## src/rtl/cpu_div_pkg.sv

```systemverilog
// cpu_div_pkg: shared definitions for the divide sequencer slice.
//   - div_op_t    : ALU divide op codes (DIV, DIVU, REM, REMU)
//   - div_state_t : sequencer FSM state encoding (IDLE, WAIT, RESP)
//   - INT_MIN / ALL_ONES : operand/result constants used by the special cases
//   - op_is_signed / op_is_rem : op-code field decoders
package cpu_div_pkg;

  typedef enum logic [1:0] {
    DIV_OP_DIV  = 2'b00,
    DIV_OP_DIVU = 2'b01,
    DIV_OP_REM  = 2'b10,
    DIV_OP_REMU = 2'b11
  } div_op_t;

  typedef enum logic [1:0] {
    IDLE = 2'd0,
    WAIT = 2'd1,
    RESP = 2'd2
  } div_state_t;

  localparam logic [31:0] INT_MIN  = 32'h8000_0000;
  localparam logic [31:0] ALL_ONES = 32'hFFFF_FFFF;

  // Bit 0 of the op code selects unsigned, bit 1 selects remainder.
  function automatic logic op_is_signed(input logic [1:0] op);
    return (op == DIV_OP_DIV) || (op == DIV_OP_REM);
  endfunction

  function automatic logic op_is_rem(input logic [1:0] op);
    return (op == DIV_OP_REM) || (op == DIV_OP_REMU);
  endfunction

endpackage

```

## src/rtl/div_fixup.sv

```systemverilog
// div_fixup: combinational detection of the divide cases that never go to
// the dividers, together with their architectural result.
//   op    in  2   divide op code (div_op_t encoding)
//   a     in  32  dividend
//   b     in  32  divisor
//   hit   out 1   operands form a special case
//   value out 32  result for the special case (0 when hit is low)
// Divide by zero : DIV/DIVU -> all ones, REM/REMU -> dividend.
// Signed overflow: INT_MIN / -1 -> DIV gives INT_MIN, REM gives 0.
module div_fixup
  import cpu_div_pkg::*;
(
  input  logic [1:0]  op,
  input  logic [31:0] a,
  input  logic [31:0] b,
  output logic        hit,
  output logic [31:0] value
);

  always_comb begin
    hit   = 1'b0;
    value = '0;
    if (b == '0) begin
      hit   = 1'b1;
      value = op_is_rem(op) ? a : ALL_ONES;
    end else if (op_is_signed(op) && (a == INT_MIN) && (b == ALL_ONES)) begin
      hit   = 1'b1;
      value = op_is_rem(op) ? '0 : INT_MIN;
    end
  end

endmodule

```

## src/rtl/div_sequencer.sv

```systemverilog
// div_sequencer: controller for the shared pipelined signed/unsigned divider
// pair behind DIV/DIVU/REM/REMU. One request at a time; operands are held on
// o_div_numer/o_div_denom while the dividers work, and the selected result is
// returned as a single-cycle pulse.
//
// Handshake: a request is accepted on a rising edge where i_req_valid and
// o_req_ready are both high. o_req_ready is high only in IDLE with i_flush low
// and reset released. The response has no backpressure: o_resp_valid is high
// for exactly one cycle and o_result stays valid until the next response.
//
// Ports:
//   i_clk, i_rst_n            clock, asynchronous active-low reset
//   i_req_valid/o_req_ready   request handshake; i_op, i_a, i_b request data
//   i_flush                   abort an in-flight op (no response)
//   o_resp_valid, o_result    response pulse and held result
//   o_busy                    high while waiting on the dividers
//   o_div_numer/o_div_denom   operands to both dividers
//   i_sdiv_*, i_udiv_*        quotient/remainder from the two dividers
//   o_dbg_state               current FSM state (div_state_t encoding)
//
// Parameters: LATENCY = divider pipeline depth (>= 1).
// Optional build macro DIV_SEQ_CACHE_EN: one-entry cache of the last normal
// completion so DIV followed by REM of the same operands answers in one cycle.
module div_sequencer
  import cpu_div_pkg::*;
#(
  parameter int LATENCY = 20
) (
  input  logic        i_clk,
  input  logic        i_rst_n,
  input  logic        i_req_valid,
  output logic        o_req_ready,
  input  logic [1:0]  i_op,
  input  logic [31:0] i_a,
  input  logic [31:0] i_b,
  input  logic        i_flush,
  output logic        o_resp_valid,
  output logic [31:0] o_result,
  output logic        o_busy,
  output logic [31:0] o_div_numer,
  output logic [31:0] o_div_denom,
  input  logic [31:0] i_sdiv_quot,
  input  logic [31:0] i_sdiv_rem,
  input  logic [31:0] i_udiv_quot,
  input  logic [31:0] i_udiv_rem,
  output logic [1:0]  o_dbg_state
);

  localparam int CNT_W = $clog2(LATENCY + 1);
  localparam logic [CNT_W-1:0] CNT_LOAD = CNT_W'(LATENCY - 1);

  div_state_t       state_q, state_d;
  logic [CNT_W-1:0] cnt_q;
  logic [1:0]       op_q;
  logic [31:0]      numer_q, denom_q, result_q;

  logic        accept;
  logic        fix_hit;
  logic [31:0] fix_val;
  logic        cache_hit;
  logic [31:0] cache_val;
  logic [31:0] div_sel;
  logic        div_done;

  div_fixup u_fixup (
    .op    (i_op),
    .a     (i_a),
    .b     (i_b),
    .hit   (fix_hit),
    .value (fix_val)
  );

  assign o_req_ready = (state_q == IDLE) && !i_flush && i_rst_n;
  assign accept      = i_req_valid && o_req_ready;

  // Last WAIT cycle that is not being flushed: divider outputs are sampled now.
  assign div_done = (state_q == WAIT) && !i_flush && (cnt_q == '0);

  always_comb begin
    div_sel = '0;
    case ({op_is_signed(op_q), op_is_rem(op_q)})
      2'b10:   div_sel = i_sdiv_quot;
      2'b11:   div_sel = i_sdiv_rem;
      2'b00:   div_sel = i_udiv_quot;
      default: div_sel = i_udiv_rem;
    endcase
  end

`ifdef DIV_SEQ_CACHE_EN
  logic        c_valid;
  logic        c_signed;
  logic [31:0] c_a, c_b, c_quot, c_rem;

  // Special cases take priority in the accept logic, so they never reach here.
  assign cache_hit = c_valid && (c_a == i_a) && (c_b == i_b) &&
                     (c_signed == op_is_signed(i_op));
  assign cache_val = op_is_rem(i_op) ? c_rem : c_quot;

  // Flush does not touch the entry; only reset invalidates it.
  always_ff @(posedge i_clk or negedge i_rst_n) begin
    if (!i_rst_n) begin
      c_valid  <= 1'b0;
      c_signed <= 1'b0;
      c_a      <= '0;
      c_b      <= '0;
      c_quot   <= '0;
      c_rem    <= '0;
    end else if (div_done) begin
      c_valid  <= 1'b1;
      c_signed <= op_is_signed(op_q);
      c_a      <= numer_q;
      c_b      <= denom_q;
      c_quot   <= op_is_signed(op_q) ? i_sdiv_quot : i_udiv_quot;
      c_rem    <= op_is_signed(op_q) ? i_sdiv_rem  : i_udiv_rem;
    end
  end
`else
  assign cache_hit = 1'b0;
  assign cache_val = '0;
`endif

  // Next-state logic.
  always_comb begin
    state_d = state_q;
    case (state_q)
      IDLE: begin
        if (accept) begin
          if (fix_hit || cache_hit) state_d = RESP;
          else                      state_d = WAIT;
        end
      end
      WAIT: begin
        // Flush wins over completion in the same cycle.
        if (i_flush)            state_d = IDLE;
        else if (cnt_q == '0)   state_d = RESP;
      end
      RESP:    state_d = IDLE;
      default: state_d = IDLE;
    endcase
  end

  always_ff @(posedge i_clk or negedge i_rst_n) begin
    if (!i_rst_n) begin
      state_q  <= IDLE;
      cnt_q    <= '0;
      op_q     <= '0;
      numer_q  <= '0;
      denom_q  <= '0;
      result_q <= '0;
    end else begin
      state_q <= state_d;
      if (accept) begin
        op_q    <= i_op;
        numer_q <= i_a;
        denom_q <= i_b;
        cnt_q   <= CNT_LOAD;
        if (fix_hit)        result_q <= fix_val;
        else if (cache_hit) result_q <= cache_val;
      end else if ((state_q == WAIT) && !i_flush) begin
        if (cnt_q == '0) result_q <= div_sel;
        else             cnt_q    <= cnt_q - CNT_W'(1);
      end
    end
  end

  assign o_resp_valid = (state_q == RESP);
  assign o_busy       = (state_q == WAIT);
  assign o_result     = result_q;
  assign o_div_numer  = numer_q;
  assign o_div_denom  = denom_q;
  assign o_dbg_state  = state_q;

endmodule

```

## config.mk

```make
export PLATFORM = sky130hd
export DESIGN_NAME = div_sequencer
export DESIGN_NICKNAME = d
export VERILOG_FILES = /design/src/rtl/cpu_div_pkg.sv /design/src/rtl/div_fixup.sv /design/src/rtl/div_sequencer.sv
export SDC_FILE = /design/constraint.sdc
export NUM_CORES = 1
export LEC_CHECK = 0
export BUFFER_PORTS_ARGS = -buffer_cell sky130_fd_sc_hd__buf_2
export CAP_MARGIN = 30
export CORE_AREA = 2 2 115 117
export CTS_BUF_LIST = sky130_fd_sc_hd__clkbuf_16
export CTS_CLUSTER_SIZE = 8
export DETAILED_ROUTE_END_ITERATION = 8
export DIE_AREA = 0 0 117 119
export PLACE_DENSITY = 0.82
export SYNTH_ARGS = -nofsm -noshare
export SYNTH_HDL_FRONTEND = slang
export SYNTH_HIERARCHICAL = 1
export SYNTH_SLANG_ARGS = --single-unit
```

## constraint.sdc

```tcl
create_clock -name i_clk -period 6 [get_ports i_clk]
set_clock_uncertainty 0.1 [all_clocks]
set_input_delay 0 -clock i_clk [delete_from_list [all_inputs] [get_ports i_clk]]
set_output_delay 0 -clock i_clk [all_outputs]
set_load 0.005 [all_outputs]
```

# After elaboration in Yosys (flattened, before gate mapping)
# Cells that the tools add are included.
[classes]
add_sub_neg = 1
n_eq_ne = 14
muxes = 19
n_reduce_logical = 22
[op_table]
columns = ["cell", "n"]
rows = [
  ["$mux W32", 8],
  ["$pmux W32 S3", 1],
  ["$eq A32 B32 Y1 const B", 2],
  ["$logic_not A32 Y1", 1],
  ["$mux W5", 3],
  ["$eq A2 B2 Y1 const B", 7],
  ["$logic_not A2 Y1", 4],
  ["$mux W2", 4],
  ["$logic_and A1 B1 Y1", 6],
  ["$logic_not A5 Y1", 1],
  ["$sub A5 B1 Y5 const B", 1],
  ["$logic_or A1 B1 Y1", 4],
  ["$ne A2 B2 Y1 const B", 2],
  ["$pmux W2 S2", 1],
  ["$reduce_and A2 Y1", 2],
  ["$reduce_bool A2 Y1", 2],
  ["$ne A3 B2 Y1 const B", 1],
  ["$reduce_and A3 Y1", 1],
  ["$eq A2 B1 Y1 const B", 1],
  ["$mux W1", 2],
  ["$ne A2 B1 Y1 const B", 1],
  ["$logic_not A1 Y1", 1],
]
[totals]
register_bits = 105
in_bits = 198
output_inout_bits = 101

# Longest topological paths before layout
# Gate-level depths: netlist of run 1.
[depth]
word_depth = 9
mapped_depth = 10
depth_no_buf = 7

# Modules after synthesis
# The synthesis of run 1 kept the hierarchy.
[modules_own_cells]
columns = ["mod", "instances", "cells_each", "area_per_inst_um2", "seq_area_each_um2"]
rows = [
  ["div_sequencer", 1, 368, 5255.0, 2627.5],
  ["div_fixup", 1, 109, 626.9, 0.0],
]

# Worst setup path after synthesis of run 1
# OpenSTA, ideal clock, no wires.
[synth_path]
kind = "register to register"
startpoint = "register cnt_q[0]"
endpoint = "register result_q[23] (netlist: o_result[23])"
setup_ns = 0.126
t_arrival_ns = 1.798
t_required_ns = 5.774
path_slack_ns = 3.976
path_stages_with_launch = 8
n_path_buf = 2
path_cell_list = "dfrtp_1 inv_1 ha_1 or4b_1 buf_2 buf_2 or3_1 o311a_1"
[synth_between]
elab_chain_len = 3
[synth_lines]
columns = ["item", "line", "text"]
rows = [
  ["from (decl)", "div_sequencer.sv:53", "logic [CNT_W-1:0] cnt_q;"],
  ["from (signal assigned)", "div_sequencer.sv:161", "else cnt_q <= cnt_q - CNT_W'(1);"],
  ["$logic_not A5 Y1", "div_sequencer.sv:160", "if (cnt_q == '0) result_q <= div_sel;"],
  ["$reduce_bool A2 Y1 (no line)", "n/a", ""],
  ["$reduce_and A3 Y1 (no line)", "n/a", ""],
  ["to (signal assigned)", "div_sequencer.sv:157", "if (fix_hit) result_q <= fix_val;"],
  ["to (signal assigned)", "div_sequencer.sv:158", "else if (cache_hit) result_q <= cache_val;"],
  ["to (signal assigned)", "div_sequencer.sv:160", ""],
  ["to (decl)", "div_sequencer.sv:55", "logic [31:0] numer_q, denom_q, result_q;"],
]
# No other way between the ends.
# A chain may end at the register's enable or synchronous reset.

# Final worst setup path of run 1
[layout_path]
startpoint = "input i_a[12]"
endpoint = "register result_q[31] (netlist: o_result[31])"
[layout_between]
elab_chain_len = 7
[layout_lines]
columns = ["item", "line", "text"]
rows = [
  ["from (decl)", "div_sequencer.sv:34", "input logic [31:0] i_a,"],
  ["$eq A32 B32 Y1", "div_fixup.sv:26", "end else if (op_is_signed(op) && (a == INT_MIN) && (b == ALL_ONES)) begin"],
  ["$logic_and A1 B1 Y1 (2 in a row)", "div_fixup.sv:26", ""],
  ["$mux W1", "div_fixup.sv:26", ""],
  ["$mux W1", "div_fixup.sv:23", "if (b == '0) begin"],
  ["net fix_hit", "div_sequencer.sv:58", "logic fix_hit;"],
  ["$ne A2 B1 Y1 (no line)", "n/a", ""],
  ["$reduce_and A3 Y1 (no line)", "n/a", ""],
]
# The timed path passes the listed nets, and every way through them passes these cells. The select of a mux whose other input is x is not followed.

==> reports/qor.yml, run 1 <==
status:
  status: "finished clean"
clocking:
  cts_made_buffers: 9
  cts_tree: "yes"
  clk_pin_slew_ps: 70
  post_cts_buffers: 0
  cts_buffer_depth: 2
  cts_sinks: 105
  root_buffer: "clkbuf_16"
  clk_latency_ps: 350
  htreeDepth: 3
pwr:
  power_density_nw_per_um2: 287
  pwr-share-seq_pct: 42.7
  total_power_mw: 2.41
  p_int_mw: 1.69
  p_leak_nw: 3.98
  combPwrFrac_pct: 32.3
  netSwitchingFraction_pct: 30.2
  pwr-share-clk_pct: 25.0
  ir_drop_uv: 169
  p_switching_uw: 729
timing:
  drv_slew: 0
  finalCriticalPeriod_ps: 3540
  finalSetupTns_ps: 0
  timing.final.ws_setup_ps: 2460
  fmax_mhz: 282
  whs_ps: 98.0
  setup_violations: 0
  finalCritPeriodShare_pct: 59.1
  tightestPinTransition_ps: 907
  slew_headroom_pct: 39.4
  final_hold_viol_count: 0
  rsz0062_at_grt: "no"
cells_and_area:
  nNetsFinal: 1019
  drive_above_1_share_pct: 49.5
  layoutNonFillerInstCount: 1001
  fin_area_um2: 8410
  fin_util_pct: 65.3
  syn2layout_area_growth_pct: 42.9
  antenna_cells: 0
route:
  vias: 5775
  drt_first_iter_violations: 416
  drtAntennaViolNets: 0
  drcViolationCount: 0
  routedWlPerCell_um: 21.0
  post_drt_via_cell_ratio: 5.77
  first_pass_iters: 5
  wl_um: 21000
floorplan:
  dieWidth_um: 117
  core_um2: 12900
  pin_count: 299
  fp.dieArea_um2: 13900
  rows: 42
  initial_core_util_pct: 45.7
  die_y_um: 119
placement:
  routabilityCongestion: 0.894
  dp_hpwl_um: 14800
  pre_cts_ws_ps: 2770
  placed_cell_area_um2: 7430
  dpl.cell_count: 917
  port_buffers: 298
worst_hold_path:
  hold_depth: 4
  hold_path.startpoint: "i_udiv_quot[11]"
  holdPathEnd: "o_result[11]"
  hp-class: "in -> reg"
synth:
  yosysWarnings: 6
  synth_cells: 477
  synth_edf_count: 0
  ys_ff_latch: 105
  yosys.area.top_type: "dfrtp_1"
  synth.distinct_cells: 44
  syn_avg_cell_area_um2: 12.3
  synth_area_leaders: "dfrtp_1 45%, mux4_2 12%, mux2_2 7.1%"
  synthFlopType: "dfrtp_1"
  yosysTopAreaCellShare_pct: 44.7
  async_flop_share_pct: 100
  synth_most_common_cell: "dfrtp_1"
  netlist_area_um2: 5880
  synth_fp_nets: 676
  synthTopCellsByCount: "105 x dfrtp_1, 65 x or3_1, 37 x inv_1, 37 x mux2_2"
  yosysSeqAreaShare_pct: 44.7
critical_path:
  crit_path_max_incr_delay_ps: 540
  critPathBufInv: 3
  worstSetupPathType: "in -> reg"
  crit_slowest_cell: "nand2_1"
  arrival_ps: 3720
  regToRegSetupSlack_ps: 3150
  crit_family: "simple AND/OR/NAND/NOR gates"
  start_kind: "input port"
  ff2ff_path_depth: 7
  crit_chain: "dlygate4sd3_1 > buf_2 > or4b_1 > nor4_1 > nand4_1 > o21ai_1 > nand2_1 > nor2_2 > buf_4 > o311a_1"
  crit_required_ps: 6180
  critPathMaxFanout: 33
  end_kind: "flop"
  r2r-end: "o_result[17]"
  reg2reg_from: "cnt_q[0]"
grt:
  grt_pass1_wl_um: 32000
  grt_max_degree: 62
  grt_pass1_vias: 6012
  gr-total-overflow: 0
  grt_usage_pct: 30.4
  grt_antenna_before_repair: 0
flow_run:
  drv_cap: 0
-- power groups by stage --
| stage | Clock (mW) | Sequential (mW) | Combinational [mW] |
|---|---|---|---|
| final | 0.604 | 1.03 | 0.779 |
| after global routing | 0.639 | 1.06 | 0.837 |
| after CTS | 0.608 | 1.02 | 0.773 |
| after detailed placement | 0 | 1.03 | 0.737 |
| after global placement | 0 | 1.05 | 0.685 |
| after floorplan | 0 | 1.02 | 0.374 |
-- worst max-delay path by stage --
stage                        start           end  depth (start not counted)
after detailed placement   i_a[12]   o_result[4]                          9
after global placement     i_a[12]   o_result[0]                          9
after floorplan           cnt_q[0]  o_result[23]                          7
after global routing       i_a[12]  o_result[31]                         10
final                      i_a[12]  o_result[31]                         10
after CTS                  i_a[12]  o_result[31]                         10
-- cell type report --
cell class                 count  area [µm²]
multi-input combinational    291        2840
clock buffer                   9         225
timing repair buffer         376        2280
tap                          176         220
fill                         962        4470
sequential                   105        2630
clock inverter                 7        68.8
inverter                      37         139
-- layout by cell type (no fill, tap or decap), types with 2 or more instances in the layout --
master	n
a21oi_1	23
mux4_2	32
nand3_1	2
clkbuf_16	9
or3_1	65
dlygate4sd3_1	68
mux2_2	37
mux2_1	29
nand4b_1	2
inv_1	39
o21ai_0	3
or2_2	2
inv_6	3
nor2_2	2
or4b_1	3
o311a_1	32
nand2_1	4
a21oi_2	9
buf_2	297
dfrtp_1	104
or4_1	2
nand4_1	9
nor4_1	13
buf_4	9
nor3_1	2
nor4_2	2
-- logic make-up (layout without fill, tap and decap cells) --
kind of cell	after synthesis	in the layout	share of synthesized area, %
fa+ha+maj	1	1	0.213
flops	105	105	44.7
compound gates	75	75	10.0
buf+inv	81	429	7.00
mux	99	99	25.1
simple gates	116	116	13.1
-- metal layers --
layer	routed length, µm	part of all wire, %	track usage [%]	vias to the layer above
met5	0	0	0	-
met4	785	3.7	13.3	0
met3	1570	7.5	5.75	65
met2	10600	51	51.3	342
met1	8040	38	37.8	2846
li1	-	-	-	2522
-- sequential cells by signal, indices dropped and copies added (netlist names) --
| signal | cells |
|---|---|
| cnt_q | 5 |
| o_div_numer | 32 |
| o_div_denom | 32 |
| op_q | 2 |
| o_result | 32 |
| o_dbg_state | 2 |
-- repair_timing --
action | in CTS | in global routing
hold endpoints to repair | 115 | 0
hold buffers | 68 | 0
gates resized for setup | 0 | 0
-- worst register-to-register path, delay by kind of cell (launching register included) --
| family | cells | cell delay, ps |
|---|---|---|
| AOI/OAI and AO/OA | 1 | 210 |
| DFF | 1 | 400 |
| and+or+nand+nor | 2 | 1110 |
| adders and majority gates | 1 | 220 |
| buffers and inverters | 3 | 740 |
Note: power is estimated with default switching activity, not from simulation.
==> inputs of run 2 (changes only) <==
CORE_AREA = unset   (was 2 2 115 117)
CORE_ASPECT_RATIO = 0.8   (was unset)
CORE_MARGIN = 1.5   (was unset)
CORE_UTILIZATION = 46   (was unset)
DIE_AREA = unset   (was 0 0 117 119)
clock period = 3.7 ns   (was 6 ns; I/O delays follow)
==> run 2 against run 1 <==
Against the previous run: combinational power grew 62%; final cell count shrank 0.30%; via count shrank 1.6%; largest cell class unchanged.
==> reports/qor.yml, run 2 (synthesis gave the netlist of run 1 again) <==
cells_and_area:
  fin_util_pct: 68.0
  nNetsFinal: 1020
  final_cell_mix: "297 x buf_2, 104 x dfrtp_1, 68 x dlygate4sd3_1"
  drive_above_1_share_pct: 49.4
  syn2layout_area_growth_pct: 42.7
  mostFrequentLayoutCell: "buf_2"
timing:
  rsz0062_at_grt: "no"
  drv_slew: 0
  finalSetupTns_ps: 0
  setup_violations: 0
  slew_headroom_pct: 39.0
  final_hold_viol_count: 0
  tightestPinTransition_ps: 914
  fmax_mhz: 348
  finalCriticalPeriod_ps: 2870
  finalCritPeriodShare_pct: 77.6
pwr:
  power_density_nw_per_um2: 451
  p_leak_nw: 3.96
  combPwrFrac_pct: 33.4
  pwr-share-clk_pct: 22.7
  p_int_mw: 2.65
  p_switching_mw: 1.13
  total_power_mw: 3.78
  netSwitchingFraction_pct: 29.9
  pwr-share-seq_pct: 43.9
  ir_drop_uv: 255
route:
  drcViolationCount: 0
  drt_first_iter_violations: 287
  wl_um: 19900
  routedWlPerCell_um: 19.9
  met2_length_um: 10400
  wl_met1_um: 7300
  post_drt_via_cell_ratio: 5.69
  first_pass_iters: 4
  drtAntennaViolNets: 0
  dr_wl_met3_um: 1430
  vias: 5683
  top_layer: "met4"
clocking:
  cts_tree: "yes"
  clk_pin_slew_ps: 70
  cts_sinks: 105
  clk_latency_ps: 340
  htreeDepth: 3
  root_buffer: "clkbuf_16"
  cts_made_buffers: 9
  post_cts_buffers: 0
  cts_buffer_depth: 2
placement:
  port_buffers: 298
  routabilityCongestion: 0.876
  dp_hpwl_um: 14200
critical_path:
  arrival_ps: 3040
  worstSetupPathType: "in -> reg"
  crit_required_ps: 3870
  critPathMaxFanout: 32
  end_kind: "flop"
  start_kind: "input port"
grt:
  grt_antenna_before_repair: 1
  grt_max_degree: 72
  grt_usage_pct: 29.5
  gr-total-overflow: 0
  grt_pass1_wl_um: 30300
  grt_pass1_vias: 5932
floorplan:
  dieWidth_um: 129
  rows: 36
  core_um2: 12300
  initial_core_util_pct: 47.7
  fp.dieArea_um2: 13500
  pin_count: 299
  die_y_um: 104
flow_run:
  drv_cap: 0
worst_hold_path:
  hp-class: "in -> async"
status:
  status: "finished clean"
run 2: cell count changes in the layout (fill, tap and decap cells not counted):
cell and change:
buf_12 +1, diode_2 +1, clkinv_4 +1, clkinv_1 +1, inv_6 -3, clkinvlp_4 +2
bufinv_16 -1
run 2: timing repair:
| action | CTS | global route |
|---|---|---|
| hold buffers | 68 | 0 |
| hold endpoints to repair | 104 | 0 |
| gates resized for setup | 0 | 0 |
run 2: critical path, stage by stage:
cell and delay (ps):
dlygate4sd3_1 550, buf_2 150, nor4_1 430, nand4_1 190, or2_1 260, buf_4 250
o21ai_1 160, nand2_1 130, nor2_2 310, buf_4 370, o311a_1 210
run 2: routing by layer:
layer | global-route usage (%) | vias to the layer above
met5 | 0 | -
met1 | 33.6 | 2782
met2 | 54.2 | 329
li1 | - | 2515
met3 | 4.84 | 57
met4 | 12.1 | 0
run 2: layout make-up:
type	instances	area, µm²
fill	953	3950
inverter	37	139
clock buffer	9	225
sequential	105	2630
multi-input combinational	291	2840
antenna	1	2.50
tap	171	214
clock inverter	7	40.0
timing repair buffer	377	2300
run 2: path summary, 6_finish.rpt:
path                       slack [ps]  depth (start not counted)             from              end
setup reg to reg                 1170                          4   o_dbg_state[1]  o_div_numer[25]
setup / recovery                  830                         11          i_b[25]     o_result[24]
hold / removal                     70                          2          i_rst_n   o_div_denom[0]
max in group asynchronous        2150                          3          i_rst_n         cnt_q[2]
hold reg to reg                   380                          1   o_div_denom[6]   o_div_denom[6]
min in group i_clk                100                          4  i_udiv_quot[14]     o_result[14]
run 2: per-stage QoR:
stage	setup WS [ps]	std cells	instance area [µm²]	hold WS, ps
CTS	883	996	8360	56.5
global placement	1130	912	7420	-126
global route	625	998	8390	102
finish	828	998	8390	65.7
floorplan	1680	477	5880	-396
detailed placement	1060	912	7420	-119
run 2: power by group through the flow:
stage                     sequential, mW  clock (mW)  combinational [mW]
after floorplan                     1.66           0               0.606
after global placement              1.66           0                1.16
after detailed placement            1.68           0                1.19
after CTS                           1.66       0.881                1.25
after global routing                1.70       0.921                1.36
final                               1.66       0.860                1.26
